===== config.mk =====
export PLATFORM = sky130hd
export DESIGN_NAME = nn_operand_loader_flat
export DESIGN_NICKNAME = d
export VERILOG_FILES = /design/src/rtl/nn_operand_loader_if.sv /design/src/rtl/nn_operand_loader.sv /design/src/flat_wrapper.sv
export SDC_FILE = /design/constraint.sdc
export NUM_CORES = 1
export LEC_CHECK = 0
export ABC_AREA = 1
export BUFFER_PORTS_ARGS = -buffer_cell sky130_fd_sc_hd__buf_2
export CAP_MARGIN = 25
export CORE_UTILIZATION = 45
export CTS_CLUSTER_DIAMETER = 100
export DETAILED_ROUTE_END_ITERATION = 10
export HOLD_SLACK_MARGIN = 0.05
export PLACE_DENSITY = 0.76
export SYNTH_ARGS = -nofsm -noshare
export SYNTH_HDL_FRONTEND = slang
export SYNTH_SLANG_ARGS = --single-unit

===== constraint.sdc =====
create_clock -name clk -period 1.5 [get_ports clk]
set_input_delay 0.3 -clock clk [delete_from_list [all_inputs] [get_ports clk]]
set_output_delay 0.3 -clock clk [all_outputs]
set_load 0.005 [all_outputs]

===== src/rtl/nn_operand_loader_if.sv =====
// Operand-loader bus: host word stream, datapath ready flags and the
// parallel operand bus with its status pulses.
// The master modport is the host/datapath side and the slave modport is the loader.
interface nn_operand_loader_if;
  logic [4:0]   s_data;
  logic         s_valid;
  logic         s_last;
  logic         s_ready;
  logic         out0_ready;
  logic         out1_ready;
  logic [159:0] op_bus;
  logic         in_ready;
  logic         done;
  logic         frame_err;
  logic         timeout;

  modport master (
    output s_data, s_valid, s_last, out0_ready, out1_ready,
    input  s_ready, op_bus, in_ready, done, frame_err, timeout
  );

  modport slave (
    input  s_data, s_valid, s_last, out0_ready, out1_ready,
    output s_ready, op_bus, in_ready, done, frame_err, timeout
  );
endinterface


===== src/rtl/nn_operand_loader.sv =====
// nn_operand_loader: assembles a 28-word serial frame of 5-bit operands into
// the 4-4-2 network's parallel operand bus. It holds in_ready until both
// datapath output flags are seen, or until the compute watchdog expires.
// Optional feature: define NN_LOADER_DBUF_EN for double buffering. The next
// frame then fills the load bank during COMPUTE and is promoted at completion.
module nn_operand_loader #(
  parameter int TIMEOUT_CYCLES = 64
) (
  input  logic                clk,
  input  logic                rst,
  nn_operand_loader_if.slave  bus
);

  localparam int         NWORDS  = 28;
  localparam logic [4:0] LAST_K  = 5'd27;
  localparam int         WD_W    = (TIMEOUT_CYCLES > 1) ? $clog2(TIMEOUT_CYCLES) : 1;
  localparam logic [WD_W-1:0] WD_LAST =
    WD_W'((TIMEOUT_CYCLES > 0) ? TIMEOUT_CYCLES - 1 : 0);

  typedef enum logic {LOAD, COMPUTE} state_t;

  state_t          state_q, state_nxt;
  logic [4:0]      cnt_q, cnt_nxt;
  logic            seen0_q, seen0_nxt;
  logic            seen1_q, seen1_nxt;
  logic [WD_W-1:0] wd_q, wd_nxt;
  logic [139:0]    op_q, op_nxt;
  logic            in_ready_q, in_ready_nxt;
  logic            done_q, done_nxt;
  logic            ferr_q, ferr_nxt;
  logic            tout_q, tout_nxt;
  logic            s_ready_q, s_ready_nxt;
  logic            shadow_q, shadow_nxt;   // load bank holds a complete, unpromoted frame

  logic [4:0]      bank [NWORDS];
  logic [139:0]    held_bank, fresh_bank;
  logic            accept, last_word, frame_ok, frame_bad, complete, wd_expired;

  assign accept     = bus.s_valid && s_ready_q;
  assign last_word  = (cnt_q == LAST_K);
  assign frame_ok   = accept && bus.s_last && last_word;
  assign frame_bad  = accept && (bus.s_last != last_word);
  assign complete   = (seen0_q || bus.out0_ready) && (seen1_q || bus.out1_ready);
  assign wd_expired = (TIMEOUT_CYCLES != 0) && (wd_q == WD_LAST);

  // Load bank write port: one word per accepted handshake.
  // NOTE: storage arrays are not reset; the word counter alone defines which entries are live.
  always_ff @(posedge clk) begin
    if (accept) bank[cnt_q] <= bus.s_data;
  end

  // Flatten the bank; fresh_bank also folds in the word being accepted as k=27.
  always_comb begin
    for (int k = 0; k < NWORDS; k++) held_bank[5*k +: 5] = bank[k];
    fresh_bank          = held_bank;
    fresh_bank[139:135] = bus.s_data;
  end

  // Next-state and registered-output logic for the LOAD/COMPUTE sequencer.
  // NOTE: every variable gets a default first so no path can infer a latch.
  always_comb begin
    state_nxt    = state_q;
    cnt_nxt      = cnt_q;
    seen0_nxt    = seen0_q;
    seen1_nxt    = seen1_q;
    wd_nxt       = wd_q;
    op_nxt       = op_q;
    in_ready_nxt = in_ready_q;
    shadow_nxt   = shadow_q;
    done_nxt     = 1'b0;
    ferr_nxt     = 1'b0;
    tout_nxt     = 1'b0;

    // Word counter and framing check are shared by both states.
    if (accept) begin
      if (frame_bad) begin
        ferr_nxt = 1'b1;
        cnt_nxt  = '0;
      end else if (last_word) begin
        cnt_nxt  = '0;
      end else begin
        cnt_nxt  = cnt_q + 5'd1;
      end
    end

    unique case (state_q)
      LOAD: begin
        if (frame_ok || shadow_q) begin
          op_nxt       = frame_ok ? fresh_bank : held_bank;
          state_nxt    = COMPUTE;
          in_ready_nxt = 1'b1;
          seen0_nxt    = 1'b0;
          seen1_nxt    = 1'b0;
          wd_nxt       = '0;
          shadow_nxt   = 1'b0;
        end
      end
      COMPUTE: begin
`ifdef NN_LOADER_DBUF_EN
        if (frame_ok) shadow_nxt = 1'b1;
`endif
        if (in_ready_q) begin
          seen0_nxt = seen0_q || bus.out0_ready;
          seen1_nxt = seen1_q || bus.out1_ready;
          wd_nxt    = wd_q + 1'b1;
          if (complete) begin
            done_nxt     = 1'b1;
            in_ready_nxt = 1'b0;
`ifdef NN_LOADER_DBUF_EN
            if (shadow_q || frame_ok) begin
              // Promote the shadow frame; in_ready comes back after one gap cycle.
              op_nxt     = frame_ok ? fresh_bank : held_bank;
              seen0_nxt  = 1'b0;
              seen1_nxt  = 1'b0;
              wd_nxt     = '0;
              shadow_nxt = 1'b0;
            end else begin
              state_nxt  = LOAD;
            end
`else
            state_nxt    = LOAD;
`endif
          end else if (wd_expired) begin
            tout_nxt     = 1'b1;
            in_ready_nxt = 1'b0;
            state_nxt    = LOAD;
          end
        end else begin
          // Gap cycle after a shadow promotion: ready flags are not sampled.
          in_ready_nxt = 1'b1;
        end
      end
      default: state_nxt = LOAD;
    endcase

`ifdef NN_LOADER_DBUF_EN
    s_ready_nxt = !shadow_nxt;
`else
    s_ready_nxt = (state_nxt == LOAD);
`endif
  end

  // State and output registers with synchronous reset.
  // NOTE: sequential state uses non-blocking assignments so all registers update together.
  always_ff @(posedge clk) begin
    if (rst) begin
      state_q    <= LOAD;
      cnt_q      <= '0;
      seen0_q    <= 1'b0;
      seen1_q    <= 1'b0;
      wd_q       <= '0;
      op_q       <= '0;
      in_ready_q <= 1'b0;
      done_q     <= 1'b0;
      ferr_q     <= 1'b0;
      tout_q     <= 1'b0;
      s_ready_q  <= 1'b1;
      shadow_q   <= 1'b0;
    end else begin
      state_q    <= state_nxt;
      cnt_q      <= cnt_nxt;
      seen0_q    <= seen0_nxt;
      seen1_q    <= seen1_nxt;
      wd_q       <= wd_nxt;
      op_q       <= op_nxt;
      in_ready_q <= in_ready_nxt;
      done_q     <= done_nxt;
      ferr_q     <= ferr_nxt;
      tout_q     <= tout_nxt;
      s_ready_q  <= s_ready_nxt;
      shadow_q   <= shadow_nxt;
    end
  end

  assign bus.s_ready   = s_ready_q;
  assign bus.op_bus    = {20'b0, op_q};
  assign bus.in_ready  = in_ready_q;
  assign bus.done      = done_q;
  assign bus.frame_err = ferr_q;
  assign bus.timeout   = tout_q;

endmodule


===== src/flat_wrapper.sv =====
// flat-port wrapper written by rule: the top's interface ports become plain ports
module nn_operand_loader_flat 
#(
  parameter int TIMEOUT_CYCLES = 64
)
  (clk, rst, bus_s_data, bus_s_valid, bus_s_last, bus_out0_ready, bus_out1_ready, bus_s_ready, bus_op_bus, bus_in_ready, bus_done, bus_frame_err, bus_timeout);
  nn_operand_loader_if bus_i ();
  input  logic clk;
  input  logic rst;
  input wire logic [$bits(bus_i.s_data)-1:0] bus_s_data;
  input wire logic [$bits(bus_i.s_valid)-1:0] bus_s_valid;
  input wire logic [$bits(bus_i.s_last)-1:0] bus_s_last;
  input wire logic [$bits(bus_i.out0_ready)-1:0] bus_out0_ready;
  input wire logic [$bits(bus_i.out1_ready)-1:0] bus_out1_ready;
  output wire logic [$bits(bus_i.s_ready)-1:0] bus_s_ready;
  output wire logic [$bits(bus_i.op_bus)-1:0] bus_op_bus;
  output wire logic [$bits(bus_i.in_ready)-1:0] bus_in_ready;
  output wire logic [$bits(bus_i.done)-1:0] bus_done;
  output wire logic [$bits(bus_i.frame_err)-1:0] bus_frame_err;
  output wire logic [$bits(bus_i.timeout)-1:0] bus_timeout;
  assign bus_i.s_data = bus_s_data;
  assign bus_i.s_valid = bus_s_valid;
  assign bus_i.s_last = bus_s_last;
  assign bus_i.out0_ready = bus_out0_ready;
  assign bus_i.out1_ready = bus_out1_ready;
  assign bus_s_ready = bus_i.s_ready;
  assign bus_op_bus = bus_i.op_bus;
  assign bus_in_ready = bus_i.in_ready;
  assign bus_done = bus_i.done;
  assign bus_frame_err = bus_i.frame_err;
  assign bus_timeout = bus_i.timeout;
  nn_operand_loader #(.TIMEOUT_CYCLES(TIMEOUT_CYCLES)) u_core (.clk(clk), .rst(rst), .bus(bus_i));
endmodule

### Word level (Yosys, flattened, before mapping)

Memory sizes are Yosys's and may differ from the RTL's. A register that Yosys moved wholly into a read port is not among the register bits.
Cells that the tools add are included.

* register bits: 159
* bits in writable memories: 140
* input bits: 11
* output and inout bits: 165
* word-level logic and storage cells: 58
* memories: 1

* $add $sub $neg: 2
* equality and inequality tests: 5
* multiplexer cells: 23
* bitwise operators: 4
* reduce and logical (&&, ||, !) cells: 12

Memories
* u_core.bank: depth 28, bits a word 5, read ports 28, clocked after Yosys merged registers in 1, write ports 1, line nn_operand_loader.sv:35 `logic [4:0] bank [NWORDS];`

Operators by type and width (count)
* $mux W140: 1
* $mux W1: 13
* $mux W6: 2
* $pmux W6 S2: 1
* $mux W5: 2
* $pmux W1 S2: 4
* $add A6 B1 Y6 const B: 1
* $eq A6 B6 Y1 const B: 1
* $add A5 B1 Y5 const B: 1
* $eq A5 B5 Y1 const B: 1
* $logic_and A1 B1 Y1: 5
* $not A1 Y1: 4
* $reduce_and A2 Y1: 2
* $reduce_or A4 Y1: 1
* $reduce_or A3 Y1: 1
* $logic_or A1 B1 Y1: 2
* $ne A2 B1 Y1 const B: 1
* $ne A2 B2 Y1 const B: 1
* $reduce_or A2 Y1: 1
* $ne A1 B1 Y1: 1

### Depth between registers and ports, before layout

* depth in word-level cells: 6
* mapped depth: 9
* depth with buffers taken out: 8

### Least setup slack after synthesis

Ideal clock, no wire load.

* path type: reg-to-reg
* start: reg u_core.cnt_q[0]
* end: reg u_core.op_q[135], read port of u_core.bank
* setup time: 0.064 ns
* arrival: 1.594 ns
* required time: 1.436 ns
* slack: -0.158 ns
* cell stages (with the launch flop): 8
* path buffers: 0
* clock period less this slack: 1.658 ns
* cell sequence: dfxtp_1 > ha_1 > nand3_1 > nor2_2 > nand3_1 > nand2_1 > nand2_1 > nor2_1

* word-level cells in the longest chain between the ends: 3

Ends and longest elaborated chain
* from (decl): line nn_operand_loader.sv:23 `logic [4:0] cnt_q, cnt_nxt;`
* from (signal assigned): line nn_operand_loader.sv:161 `cnt_q <= cnt_nxt;`
* $eq A5 B5 Y1: line nn_operand_loader.sv:40 `assign last_word = (cnt_q == LAST_K);`
* $logic_and A1 B1 Y1: line nn_operand_loader.sv:41 `assign frame_ok = accept && bus.s_last && last_word;`
* $reduce_and A2 Y1 (no line)
* to (decl): line nn_operand_loader.sv:27 `logic [139:0] op_q, op_nxt;`

Every way passes these cells.
A chain may end at the register's enable or synchronous reset.

### Final worst setup path

* start: reg u_core.cnt_q[1]
* end: reg u_core.op_q[18]

Same word-level chain as after synthesis.

==> summary.md <==
| Metric | Value |
|---|---|
| Fin. max-slew vios | 0 |
| Pre-CTS setup slack | -0.225 ns |
| Setup slack after layout | -0.00373 ns |
| Mux share of post-synthesis cell area | 0% |
| Seq/Total Area, Yosys | slightly above 70% |
| Vias in the first global route | 6967 |
| H-tree depth | 1 |
| Synth Flop Type | dfxtp_1 |
| Skew final | between 0.009 and 0.01 ns |
| Crit Path Max Fanout | 23 |
| First-pass GRT wire length | between 30000 and 40000 um |
| Yosys top cell by area | edfxtp_1 |
| DRT Pass-1 Iters | 5 |
| Cells after Synth | 957 |
| Root buf cell | clkbuf_16 |
| Final GP Congestion | 0.818 |
| Leakage Power | between 5 and 6 nW |
| Top-area cell type share of the netlist area | 40.4% |
| Mean post-synth cell area | 10.9 sq um |
| Crit path kind | reg2reg |
| Final Util | about three fifths |
| Initial antenna violation count | 0 |
| Final Hold Viols | 0 |
| DP Wirelength | ~14000 um |
| Worst Hold Margin | 0.162 ns |
| Flops & latches, synth | around 300 |
| Iter 0 DRT Violations | approximately 530 |
| # DRC | 0 |
| Share of cells above drive strength 1 | around 28% |
| Dpl cell area | 11800 sq um |
| Die Ht | 154 um |
| RSZ-0062 raised after global routing | true |
| Largest net degree at the start of global routing | 75 |
| Startpoint types | register |
| Synth top area cells | edfxtp_1, dfxtp_1, nand2_1, a21oi_1, nor2_1 |
| Yosys Warn Count | 0 |
| CTS tree | done |
| Die footprint | 23700 sq um |
| Critical path endpoint category | register |
| WP data arrival | around 1.9 ns |
| Syn Std Cell Area | 10400 sq um |
| Top post-synthesis cells by count | nand2_1, dfxtp_1, edfxtp_1, a21oi_1, nor2_1 |
| Outcome | finished, violations left |
| Num CTS Buffers | 29 |
| Xor/xnor cell area share of the yosys netlist | 0.169% |
| Clock slew at reported path FFs | approximately 0.060 ns |
| Worst slew margin | between 40 and 50% |
| Failing checks | negative setup slack |
| Endpoints failing setup | 1 |
| Highest clock rate | 0.665 GHz |
| FF-to-FF Start | u_core.cnt_q[1] |
| Pwr dens | 1220 nW/um^2 |
| DP Cell Count | 1416 |
| Initial Util | 45.9% |
| Post-synth ARST share | 0% |
| Hold Crit Start | bus_s_data[0] |
| Final Cycle Share | 100% |
| Rows | 55 |
| Largest family of logic cells by synthesized area | simple AND/OR/NAND/NOR gates |
| Setup total negative slack | -0.00373 ns |
| Area Growth Syn to Fin | 27.4% |
| Total track usage | 19.2% |
| Crit path from | u_core.cnt_q[1] |
| Adder-cell area share of the yosys netlist | 0.602% |
| Slew @ Worst Pin | slightly below 0.8 ns |
| Core footprint | 22600 sq um |
| Post-layout nets | 1191 |
| Netlist cell types | 28 |
| Routed Antenna Nets | 0 |
| Grt ovf | 0 |
| N_diodes | 0 |
| Total power | approximately 16 mW |
| Chip width | between 150 and 200 um |
| CP Data Required Time | between 1.5 and 2 ns |
| Post-Route WL | 24200 um |
| MaxCap Viol Count | 0 |
| Post-synth EDFFs | 140 |
| Count leader, synth | nand2_1 |
| Port Buffers | 155 |
| DR vias | ~7400 |
| Clock sinks | 299 |
| Latest clock arrival within the worst-skew pair | 0.54 ns |
| Compound-cell area share of the yosys netlist | 7.69% |
| Finished layout cell area | 13200 sq um |
| Number of top-level pins | 176 |
| Final min period | 1.50 ns |
| CTS Buffer Depth | 3 |
| DR vias/cell | 4.96 |
| Hold Crit Class | in2reg |
| Fin cells | 1483 |
| Max VDD drop | 0.968 mV |
| WL/cell | 16.3 um |
| Simple logic cell fraction of the synthesized area | 15.6% |
[layout make-up]
type,count,area (sq um)
clock buffers,41,852
clock inverters,13,126
fillers,1868,9400
inverters,22,100
multi-input cells,588,2730
flip-flops and latches,299,7390
well taps,285,357
repair buffers,235,1680
[repair_timing]
item / CTS / global route
pin swaps: 0 / 8
resized for setup: 10 / 51
hold buffers: 3 / 0
gates cloned: 0 / 7
endpoints found under the setup margin: 192 / 211
setup buffers: 1 / 3
hold endpoints to repair: 4 / 0
[cell families (layout without fill, tap and decap cells)]
family | Yosys count | after routing
buffers and inverters | 89 | 311
and+or+nand+nor | 409 | 409
AOI/OAI and AO/OA | 152 | 152
adders and majority gates | 5 | 5
DFF | 299 | 299
xor gates and xnor gates | 2 | 2
other | 1 | 20
[layer usage]
layer	GRT usage, %	part of all wire (%)
met1	25.7	44
met4	5.90	1.8
met5	0	0
met2	32.7	50
met3	2.40	4.4
[report_power, final]
group / switching [mW] / total, mW / leakage [nW] / internal, mW
clock: 2.99 / 7.29 / 0.481 / 4.30
sequential: 0.0109 / 8.56 / 2.54 / 8.55
combinational: 0.257 / 0.341 / 2.12 / 0.0842
[flip-flops by register name (all words and copies together), names as in the netlist, 5 cells and up]
| name | count |
|---|---|
| u_core.wd_q | 6 |
| u_core.op_q | 140 |
| u_core.bank | 140 |
| u_core.cnt_q | 5 |
[cells in the final DEF (no fill, tap or decap), drive strengths merged]
master	count
o21ai	8
bufinv	2
o22ai	1
nand3	22
nand4	4
a21oi	143
edfxtp	140
nor2	49
ha	5
clkinv	9
or2	1
clkinvlp	1
clkbuf	47
nand2	330
inv	23
conb	20
xor2	2
dlygate4sd3	3
buf	226
dfxtp	159
nor3	3
[path summary, 6_finish.rpt]
path                   endpoint  slack [ns]  cells after the start
max             u_core.op_q[18]      -0.004                      8
max reg2reg     u_core.op_q[18]      -0.004                      8
min          u_core.bank[27][0]        0.16                      1
min reg2reg    u_core.op_q[100]        0.46                      2
[critical path, stage by stage (launching register included)]
cell and delay (ns):
dfxtp_2 0.35, ha_4 0.15, nand2_4 0.06, nor2_4 0.13, nand3_4 0.14, buf_12 0.20, clkbuf_16 0.20, nand2_1 0.08
a21oi_1 0.06
Note: power is estimated with default switching activity, not from simulation.
